### src/rtl/fsmv_pkg.sv
`default_nettype none
// +------------------------------------------------------------------+
// | Module      : fsmv_pkg                                           |
// | Description : Shared constants for the Fsmv address FSM and its  |
// |               host-side driver: default widths, driver state     |
// |               encoding and a timer-width helper.                 |
// | Revision    : 1.0 - initial release                              |
// +------------------------------------------------------------------+
package fsmv_pkg;

  // Default widths shared with Fsmv
  localparam int FSMV_NB_IMAGE = 10;
  localparam int FSMV_NB_DATA  = 8;

  // Driver state encoding
  localparam int              ST_W      = 3;
  localparam logic [ST_W-1:0] ST_IDLE   = 3'd0;
  localparam logic [ST_W-1:0] ST_LOAD   = 3'd1;
  localparam logic [ST_W-1:0] ST_GAP    = 3'd2;
  localparam logic [ST_W-1:0] ST_SETTLE = 3'd3;
  localparam logic [ST_W-1:0] ST_SOP    = 3'd4;
  localparam logic [ST_W-1:0] ST_RUN    = 3'd5;

  // Width needed by a down-counter that must hold the largest of three counts
  function automatic int tmr_width(input int a, input int b, input int c);
    int m;
    m = a;
    if (b > m) m = b;
    if (c > m) m = c;
    return (m < 1) ? 1 : $clog2(m + 1);
  endfunction

endpackage
`default_nettype wire

### src/rtl/fsmv_drv_timer.sv
`default_nettype none
// +------------------------------------------------------------------+
// | Module      : fsmv_drv_timer                                     |
// | Description : Loadable down-counter with zero flag. Used by the  |
// |               driver for settle, SoP-width and watchdog counts.  |
// | Revision    : 1.0 - initial release                              |
// +------------------------------------------------------------------+
module fsmv_drv_timer
  import fsmv_pkg::*;
#(
  parameter int WIDTH = 8
) (
  input  logic             i_CLK,
  input  logic             i_reset,
  input  logic             i_load,
  input  logic [WIDTH-1:0] i_value,
  input  logic             i_dec,
  output logic             o_zero
);

  logic [WIDTH-1:0] r_count;

  // Load has priority; decrement saturates at zero so the flag stays valid
  always_ff @(posedge i_CLK or posedge i_reset) begin
    if (i_reset) begin
      r_count <= '0;
    end else if (i_load) begin
      r_count <= i_value;
    end else if (i_dec && (r_count != '0)) begin
      r_count <= r_count - WIDTH'(1);
    end
  end

  assign o_zero = (r_count == '0);

endmodule
`default_nettype wire

### src/rtl/fsmv_driver.sv
`default_nettype none
// +------------------------------------------------------------------+
// | Module      : fsmv_driver                                        |
// | Description : Host-side sequencer for the Fsmv control interface.|
// |               Replays upstream ready/valid words as the Fsmv     |
// |               load protocol, then pulses SoP and waits for EoP.  |
// |               Optional RUN watchdog: define FSMV_DRV_TIMEOUT_EN. |
// | Revision    : 1.0 - initial release                              |
// +------------------------------------------------------------------+
module fsmv_driver
  import fsmv_pkg::*;
#(
  parameter int NB_IMAGE      = FSMV_NB_IMAGE,
  parameter int NB_DATA       = FSMV_NB_DATA,
  parameter int SETTLE_CYCLES = 6,
  parameter int SOP_CYCLES    = 4,
  parameter int TIMEOUT       = 4096
) (
  input  logic                i_CLK,
  input  logic                i_reset,
  input  logic                i_start,
  input  logic [NB_IMAGE-1:0] i_imgLength,
  input  logic [NB_DATA-1:0]  i_data,
  input  logic                i_dataVld,
  output logic                o_dataRdy,
  output logic [NB_DATA-1:0]  o_data,
  output logic                o_valid,
  output logic                o_load,
  output logic [NB_IMAGE-1:0] o_imgLength,
  output logic                o_SoP,
  input  logic                i_EoP,
  output logic                o_busy,
  output logic                o_done,
  output logic                o_error
);

  // One timer covers settle, SoP width and watchdog, so size it for the largest
  localparam int TW = tmr_width(SETTLE_CYCLES, SOP_CYCLES, TIMEOUT);
  // Word counter is one bit wider than the length so length = all-ones cannot wrap
  localparam int CW = NB_IMAGE + 1;

  logic [ST_W-1:0]     r_state;
  logic [ST_W-1:0]     w_state_nxt;
  logic [NB_IMAGE-1:0] r_len;
  logic [CW-1:0]       r_cnt;
  logic [CW-1:0]       w_last;
  logic [NB_DATA-1:0]  r_data;
  logic                r_done;
  logic                w_start_acc;
  logic                w_word_acc;
  logic                w_tmr_load;
  logic [TW-1:0]       w_tmr_value;
  logic                w_tmr_dec;
  logic                w_tmr_zero;

  assign w_start_acc = (r_state == ST_IDLE) && i_start;
  assign w_word_acc  = (r_state == ST_LOAD) && i_dataVld;
  assign w_last      = {1'b0, r_len} + CW'(1);

  // State register
  always_ff @(posedge i_CLK or posedge i_reset) begin
    if (i_reset) begin
      r_state <= ST_IDLE;
    end else begin
      r_state <= w_state_nxt;
    end
  end

  // Next-state logic; the timer is (re)loaded on entry to each timed state
  always_comb begin
    w_state_nxt = r_state;
    w_tmr_load  = 1'b0;
    w_tmr_value = '0;
    case (r_state)
      ST_IDLE: begin
        if (i_start) w_state_nxt = ST_LOAD;
      end
      ST_LOAD: begin
        if (i_dataVld) w_state_nxt = ST_GAP;
      end
      ST_GAP: begin
        if (r_cnt == w_last) begin
          // SETTLE lasts SETTLE_CYCLES+1 cycles: the load-fall cycle plus the idle gap
          w_state_nxt = ST_SETTLE;
          w_tmr_load  = 1'b1;
          w_tmr_value = TW'(SETTLE_CYCLES);
        end else begin
          w_state_nxt = ST_LOAD;
        end
      end
      ST_SETTLE: begin
        if (w_tmr_zero) begin
          w_state_nxt = ST_SOP;
          w_tmr_load  = 1'b1;
          w_tmr_value = TW'(SOP_CYCLES - 1);
        end
      end
      ST_SOP: begin
        if (w_tmr_zero) begin
          w_state_nxt = ST_RUN;
`ifdef FSMV_DRV_TIMEOUT_EN
          w_tmr_load  = 1'b1;
          w_tmr_value = TW'(TIMEOUT - 1);
`endif
        end
      end
      ST_RUN: begin
        if (i_EoP) begin
          w_state_nxt = ST_IDLE;
        end
`ifdef FSMV_DRV_TIMEOUT_EN
        else if (w_tmr_zero) begin
          w_state_nxt = ST_IDLE;
        end
`endif
      end
      default: w_state_nxt = ST_IDLE;
    endcase
  end

  // Output decode straight from the state register
  always_comb begin
    o_dataRdy = (r_state == ST_LOAD);
    o_load    = (r_state == ST_LOAD) || (r_state == ST_GAP);
    o_valid   = (r_state == ST_GAP);
    o_SoP     = (r_state == ST_SOP);
    o_busy    = (r_state != ST_IDLE);
  end

  assign w_tmr_dec = (r_state == ST_SETTLE) || (r_state == ST_SOP) || (r_state == ST_RUN);

  fsmv_drv_timer #(
    .WIDTH (TW)
  ) u_timer (
    .i_CLK   (i_CLK),
    .i_reset (i_reset),
    .i_load  (w_tmr_load),
    .i_value (w_tmr_value),
    .i_dec   (w_tmr_dec),
    .o_zero  (w_tmr_zero)
  );

  // Frame datapath: length latch, word counter, data register, done pulse
  always_ff @(posedge i_CLK or posedge i_reset) begin
    if (i_reset) begin
      r_len  <= '0;
      r_cnt  <= '0;
      r_data <= '0;
      r_done <= 1'b0;
    end else begin
      r_done <= (r_state == ST_RUN) && i_EoP;
      if (w_start_acc) begin
        r_len <= i_imgLength;
        r_cnt <= '0;
      end
      if (w_word_acc) begin
        r_data <= i_data;
        r_cnt  <= r_cnt + CW'(1);
      end
    end
  end

  assign o_data      = r_data;
  assign o_imgLength = r_len;
  assign o_done      = r_done;

`ifdef FSMV_DRV_TIMEOUT_EN
  logic r_error;

  // Sticky watchdog flag, cleared only when a new frame starts
  always_ff @(posedge i_CLK or posedge i_reset) begin
    if (i_reset) begin
      r_error <= 1'b0;
    end else if (w_start_acc) begin
      r_error <= 1'b0;
    end else if ((r_state == ST_RUN) && !i_EoP && w_tmr_zero) begin
      r_error <= 1'b1;
    end
  end

  assign o_error = r_error;
`else
  assign o_error = 1'b0;
`endif

endmodule
`default_nettype wire

### config.mk
export PLATFORM = sky130hd
export DESIGN_NAME = fsmv_driver
export DESIGN_NICKNAME = d
export VERILOG_FILES = /design/src/rtl/fsmv_pkg.sv /design/src/rtl/fsmv_drv_timer.sv /design/src/rtl/fsmv_driver.sv
export SDC_FILE = /design/constraint.sdc
export NUM_CORES = 1
export LEC_CHECK = 0
export ABC_AREA = 1
export CAP_MARGIN = 20
export CORE_MARGIN = 5
export CORE_UTILIZATION = 40
export DETAILED_ROUTE_END_ITERATION = 6
export PLACE_DENSITY = 0.6
export SETUP_SLACK_MARGIN = 0.5
export SYNTH_ARGS = -nofsm -noshare
export SYNTH_HDL_FRONTEND = slang
export SYNTH_SLANG_ARGS = --single-unit
### constraint.sdc
create_clock -name i_CLK -period 4 [get_ports i_CLK]
set_input_delay 1 -clock i_CLK [delete_from_list [all_inputs] [get_ports i_CLK]]
set_output_delay 1 -clock i_CLK [all_outputs]
set_load 0.05 [all_outputs]
Word-level counts from Yosys, hierarchy flattened:

Index checks and enable logic that the tools add are counted.

* reduce and logical (&&, ||, !) cells: 14
* multiplexer cells: 17
* eq/ne operators: 11
* add/sub/neg operators: 3

Operators with widths (number)
* $mux 13: 2
* $mux 11: 2
* $mux 3: 6
* $pmux 3 s6: 1
* $logic_not 13->1: 1
* $reduce_bool 13->1: 1
* $sub 13x1->13 const B: 1
* $add 10x1->11 const B: 1
* $add 11x1->11 const B: 1
* $eq 11x11->1: 1
* $eq 3x2->1 const B: 2
* $eq 3x3->1 const B: 2
* $ne 2x2->1 const B: 3
* $pmux 3 s2: 1
* $reduce_and 5->1: 1
* $logic_and 1x1->1: 4
* $mux 2: 2
* $ne 2x1->1 const B: 2
* $reduce_bool 2->1: 2
* $eq 3x1->1 const B: 1
* $logic_not 3->1: 1
* $logic_or 1x1->1: 3
* $reduce_bool 3->1: 1
* $mux 1: 2
* $pmux 1 s2: 1

* register bits after elaboration: 46
* input bits: 23
* output and inout bits: 25
* word-level logic and storage cells: 51

Depth between registers and ports, before layout:

* word-level depth: 6
* gate-level depth with buffers: 13
* depth with buffers taken out: 13

Hierarchy:

From an unflattened synthesis, not the netlist that was laid out.

* cells, all modules: 414
* area, all modules: 2916.5 um^2

Modules (own cells, without submodules)
* fsmv_driver: area each 1974.4 um^2, seq. area each 825.8 um^2, cells an instance 275, times used 1
* fsmv_drv_timer: area each 942.2 um^2, seq. area each 325.3 um^2, cells an instance 139, times used 1

Worst setup path after synthesis:

No wires, ideal clock.

* kind: reg-to-output
* from: reg r_state[0]
* to: out o_load
* setup slack: 1362 ps
* required time: 3000 ps
* arrival: 1638 ps
* cell stages (with the launch flop): 4
* buffers on the path: 0
* cells stage by stage: dfrtp_1 -> inv_2 -> nand2_2 -> o21ai_0

* word-level cells in the longest chain between the ends: 2
* elaborated cells between the ends (all ways): 3
* those cells by class: eq/ne (2); reduce/logical (1)

RTL lines
* start: declaration: RTL line fsmv_driver.sv:42 `logic [ST_W-1:0] r_state;`
* start signal: assignment: RTL line fsmv_driver.sv:65 `r_state <= w_state_nxt;`
* $eq 3x1->1 or $eq 3x2->1 (tied branches): RTL line fsmv_driver.sv:124 `o_load = (r_state == ST_LOAD) || (r_state == ST_GAP);`
* $logic_or 1x1->1 *: RTL line fsmv_driver.sv:124
* end: declaration: RTL line fsmv_driver.sv:28 `output logic o_load,`

Mark *: on every way between the ends. The rest lies on a longest branch, timed or not.

Worst setup path in the final report:

Same ends and word-level chain as after synthesis.

==> flow_metrics.py <==
metrics = {
    "run_status": {
        "outcome": "completed",
    },
    "routing": {
        "dr.pass1.iters": 4,
        "vias_per_cell": 4.69,
        "ant_nets": 0,
        "wl_per_cell_um": 12.3,
        "drt_wl_total_um": 6340,
        "dr_total_vias": 2421,
        "drt_iter0_drc": 142,
        "post-route-drc-count": 0,
    },
    "logic_synthesis": {
        "synth_edf_count": 0,
        "synth_top_family_by_area": "simple AND/OR/NAND/NOR gates",
        "synth_warnings": 0,
        "yosysMostFrequentCell": "nand2_1",
        "netlist.area_leader.share_pct": 41.0,
        "synth_common_cells": "100 x nand2_1, 46 x dfrtp_1, 42 x inv_1, 41 x nor2_1, 20 x nand3_1",
        "yosys.area.top_type": "dfrtp_1",
        "synth-xor-area-share_pct": 2.80,
        "synth.area.top_cells": "dfrtp_1 41%, nand2_1 13%, inv_1 5.6%",
        "synth_compound_area_share_pct": 8.19,
        "syn_area_sq_mm": 0.00281,
        "yosys_most_used_dff": "dfrtp_1",
        "avgSynthCellArea_sq_um": 7.60,
        "synth_mux_area_share_pct": 0.801,
        "synth_cells": 370,
        "yosysSeqAreaShare_pct": 41.0,
        "yosysUniqueCellTypes": 35,
        "synth_seq_cells": 46,
        "ys_async_sr_fraction_pct": 100,
        "syn-num-nets": 396,
        "yosys.area_share.simple_pct": 38.1,
        "synthAdderAreaFrac_pct": 1.34,
    },
    "cts": {
        "cts_repair_resize_count": 0,
        "clockRootBuffer": "clkbuf_8",
        "cts_made_buffers": 5,
        "clkTransAtPathRegs_ps": 80,
        "clock_latency_ps": 310,
        "cts_tree": "done",
        "htreeDepth": 2,
        "cts_hold_buf": 0,
        "cts_setup_buffers": 0,
        "cts_sinks": 46,
        "cts_buffer_depth": 2,
    },
    "pwr": {
        "vdd_drop_max_uv": 472,
        "p_total_mw": 2.73,
        "power_frac_comb_pct": 57.5,
        "power_density_mw_per_mm2": 783,
        "seq_power_share_pct": 29.6,
        "pwr-share-clk_pct": 12.9,
        "switching_power_mw": 1.39,
        "leakagePower_nw": 1.63,
        "p_int_mw": 1.35,
        "swShare_pct": 50.7,
    },
    "hold_path": {
        "min_from": "o_data[2]",
        "hp-class": "flip-flop to flip-flop",
    },
    "cells_and_area": {
        "final_nets": 445,
        "final_cells": 516,
        "utilization_pct": 51.1,
        "antenna_cells": 0,
        "drive_above_1_share_pct": 16.0,
        "final_area_sq_mm": 0.00349,
        "syn2layout_area_growth_pct": 24.3,
        "num-fill-cells": 704,
    },
    "critical_path": {
        "max_stage_delay_ps": 820,
        "crit_type": "flip-flop to output pin",
        "cp_data_arrival_time_ps": 1980,
        "startpoint_type": "flip-flop",
        "crit_slowest_cell": "clkdlybuf4s50_1",
        "rrSetupSlack_ps": 2010,
        "crit_path_start": "r_state[0]",
        "crit_path_end": "o_load",
        "r2r_cells": 6,
        "crit_required_ps": 3000,
        "r2r-start": "r_state[2]",
        "path_cells": "inv_2, nor2_2, nand2_2, o21ai_0, clkdlybuf4s50_1",
        "cp_max_fo": 6,
        "worstReg2RegEnd": "r_cnt[3]",
        "end_kind": "output pin",
    },
    "placement": {
        "dpl_cell_area_sq_mm": 0.00336,
        "place_congestion": 0.845,
        "port_buffers": 46,
        "pre_cts_ws_ps": 1230,
        "dp_hpwl_um": 4780,
        "dp.cells": 507,
    },
    "sta": {
        "period_share_pct": 74.5,
        "final-hold-violation-count": 0,
        "skew_ps": 9.56,
        "worstMarginPinSlew_ps": 727,
        "relSlewSlack_pct": 51.4,
        "setup_viol": 0,
        "holdWs_ps": 481,
        "max_freq_mhz": 335,
        "layout_min_cycle_time_ps": 2980,
        "fin_ws_ps": 1020,
        "fin_setup_tns_ps": 0,
        "rsz0062_at_grt": "false",
        "slew_viol_final": 0,
    },
    "die": {
        "core_sq_mm": 0.00683,
        "start_util_pct": 41.1,
        "die_h_um": 93.8,
        "rows": 30,
        "die_w_um": 93.8,
        "die_area_sq_mm": 0.00880,
        "io_pins": 48,
    },
    "flow_run": {
        "cap_viol_max_count": 0,
    },
    "grt": {
        "grt_pass1_wl_um": 11100,
        "track_usage_pct": 15.6,
        "grt_pass1_vias": 2428,
        "overflow": 0,
        "grt_antenna_before_repair": 0,
        "grt_max_degree": 47,
    },
}
-- final cells by class --
type	instances	area [sq um]	area share (%)
repair buffers	47	480	13.8
inverters	50	188	5.37
clock inverters	2	37.5	1.07
multi-input cells	269	1440	41.3
clock buffers	6	72.6	2.08
flip-flops and latches	46	1150	33.0
well taps	96	120	3.44
-- power by group through the flow --
stage,logic (mW),registers [mW],clock network [mW]
4_1_cts,1.59,0.811,0.366
3_3_place_gp,1.57,0.818,0
6_report,1.57,0.810,0.353
3_5_place_dp,1.58,0.817,0
5_1_grt,1.74,0.847,0.381
2_1_floorplan,0.886,1.09,0
-- sequential cells by signal, indices dropped and copies added, names as in the netlist --
name / count
o_data: 8
o_done: 1
o_imgLength: 10
r_cnt: 11
r_state: 3
u_timer.r_count: 13
-- per-layer routing --
| layer | up-vias | global-route usage (%) | routed length (um) |
|---|---|---|---|
| met5 | - | 0 | 0 |
| met4 | 0 | 4.81 | 74 |
| met3 | 6 | 3.93 | 342 |
| met2 | 49 | 26.6 | 3010 |
| met1 | 1110 | 19.3 | 2920 |
| li1 | 1256 | - | - |
-- layout by cell type (no fill, tap or decap), types with 3 or more instances in the layout --
master             n
a21oi_1           14
clkbuf_8           5
clkdlybuf4s50_1   46
dfrtp_1           46
ha_1               3
inv_1             41
inv_2              8
nand2_1          100
nand2_2            9
nand3_1           20
nand3_2            4
nand4_1            6
nor2_1            41
nor2_2            19
nor2_4             5
nor3_2             3
o21ai_0           13
o22ai_1            3
xor2_1             7
-- logic make-up after synthesis --
| family | after synthesis |
|---|---|
| adder cells (fa/ha/maj) | 3 |
| buffers and inverters | 55 |
| XOR/XNOR | 9 |
| AND/OR/NAND/NOR | 215 |
| other | 1 |
| flip-flops | 46 |
| multiplexers | 2 |
| AO/OA/AOI/OAI | 39 |
-- worst min path at each step --
stage,end,slack [ps],cells after the start
3_3_place_gp,o_data[3],460,2
5_1_grt,o_data[5],510,2
4_1_cts,o_data[2],490,2
6_report,o_data[2],480,2
3_5_place_dp,o_data[7],470,2
2_1_floorplan,r_cnt[10],480,1
-- worst max-delay path: cells and delay by family (launching register included) --
kind,cells,cell delay (ps)
flip-flops,1,450
AO/OA/AOI/OAI,1,90
buffers and inverters,2,900
AND/OR/NAND/NOR,2,230
(Power assumes the default switching activity.)
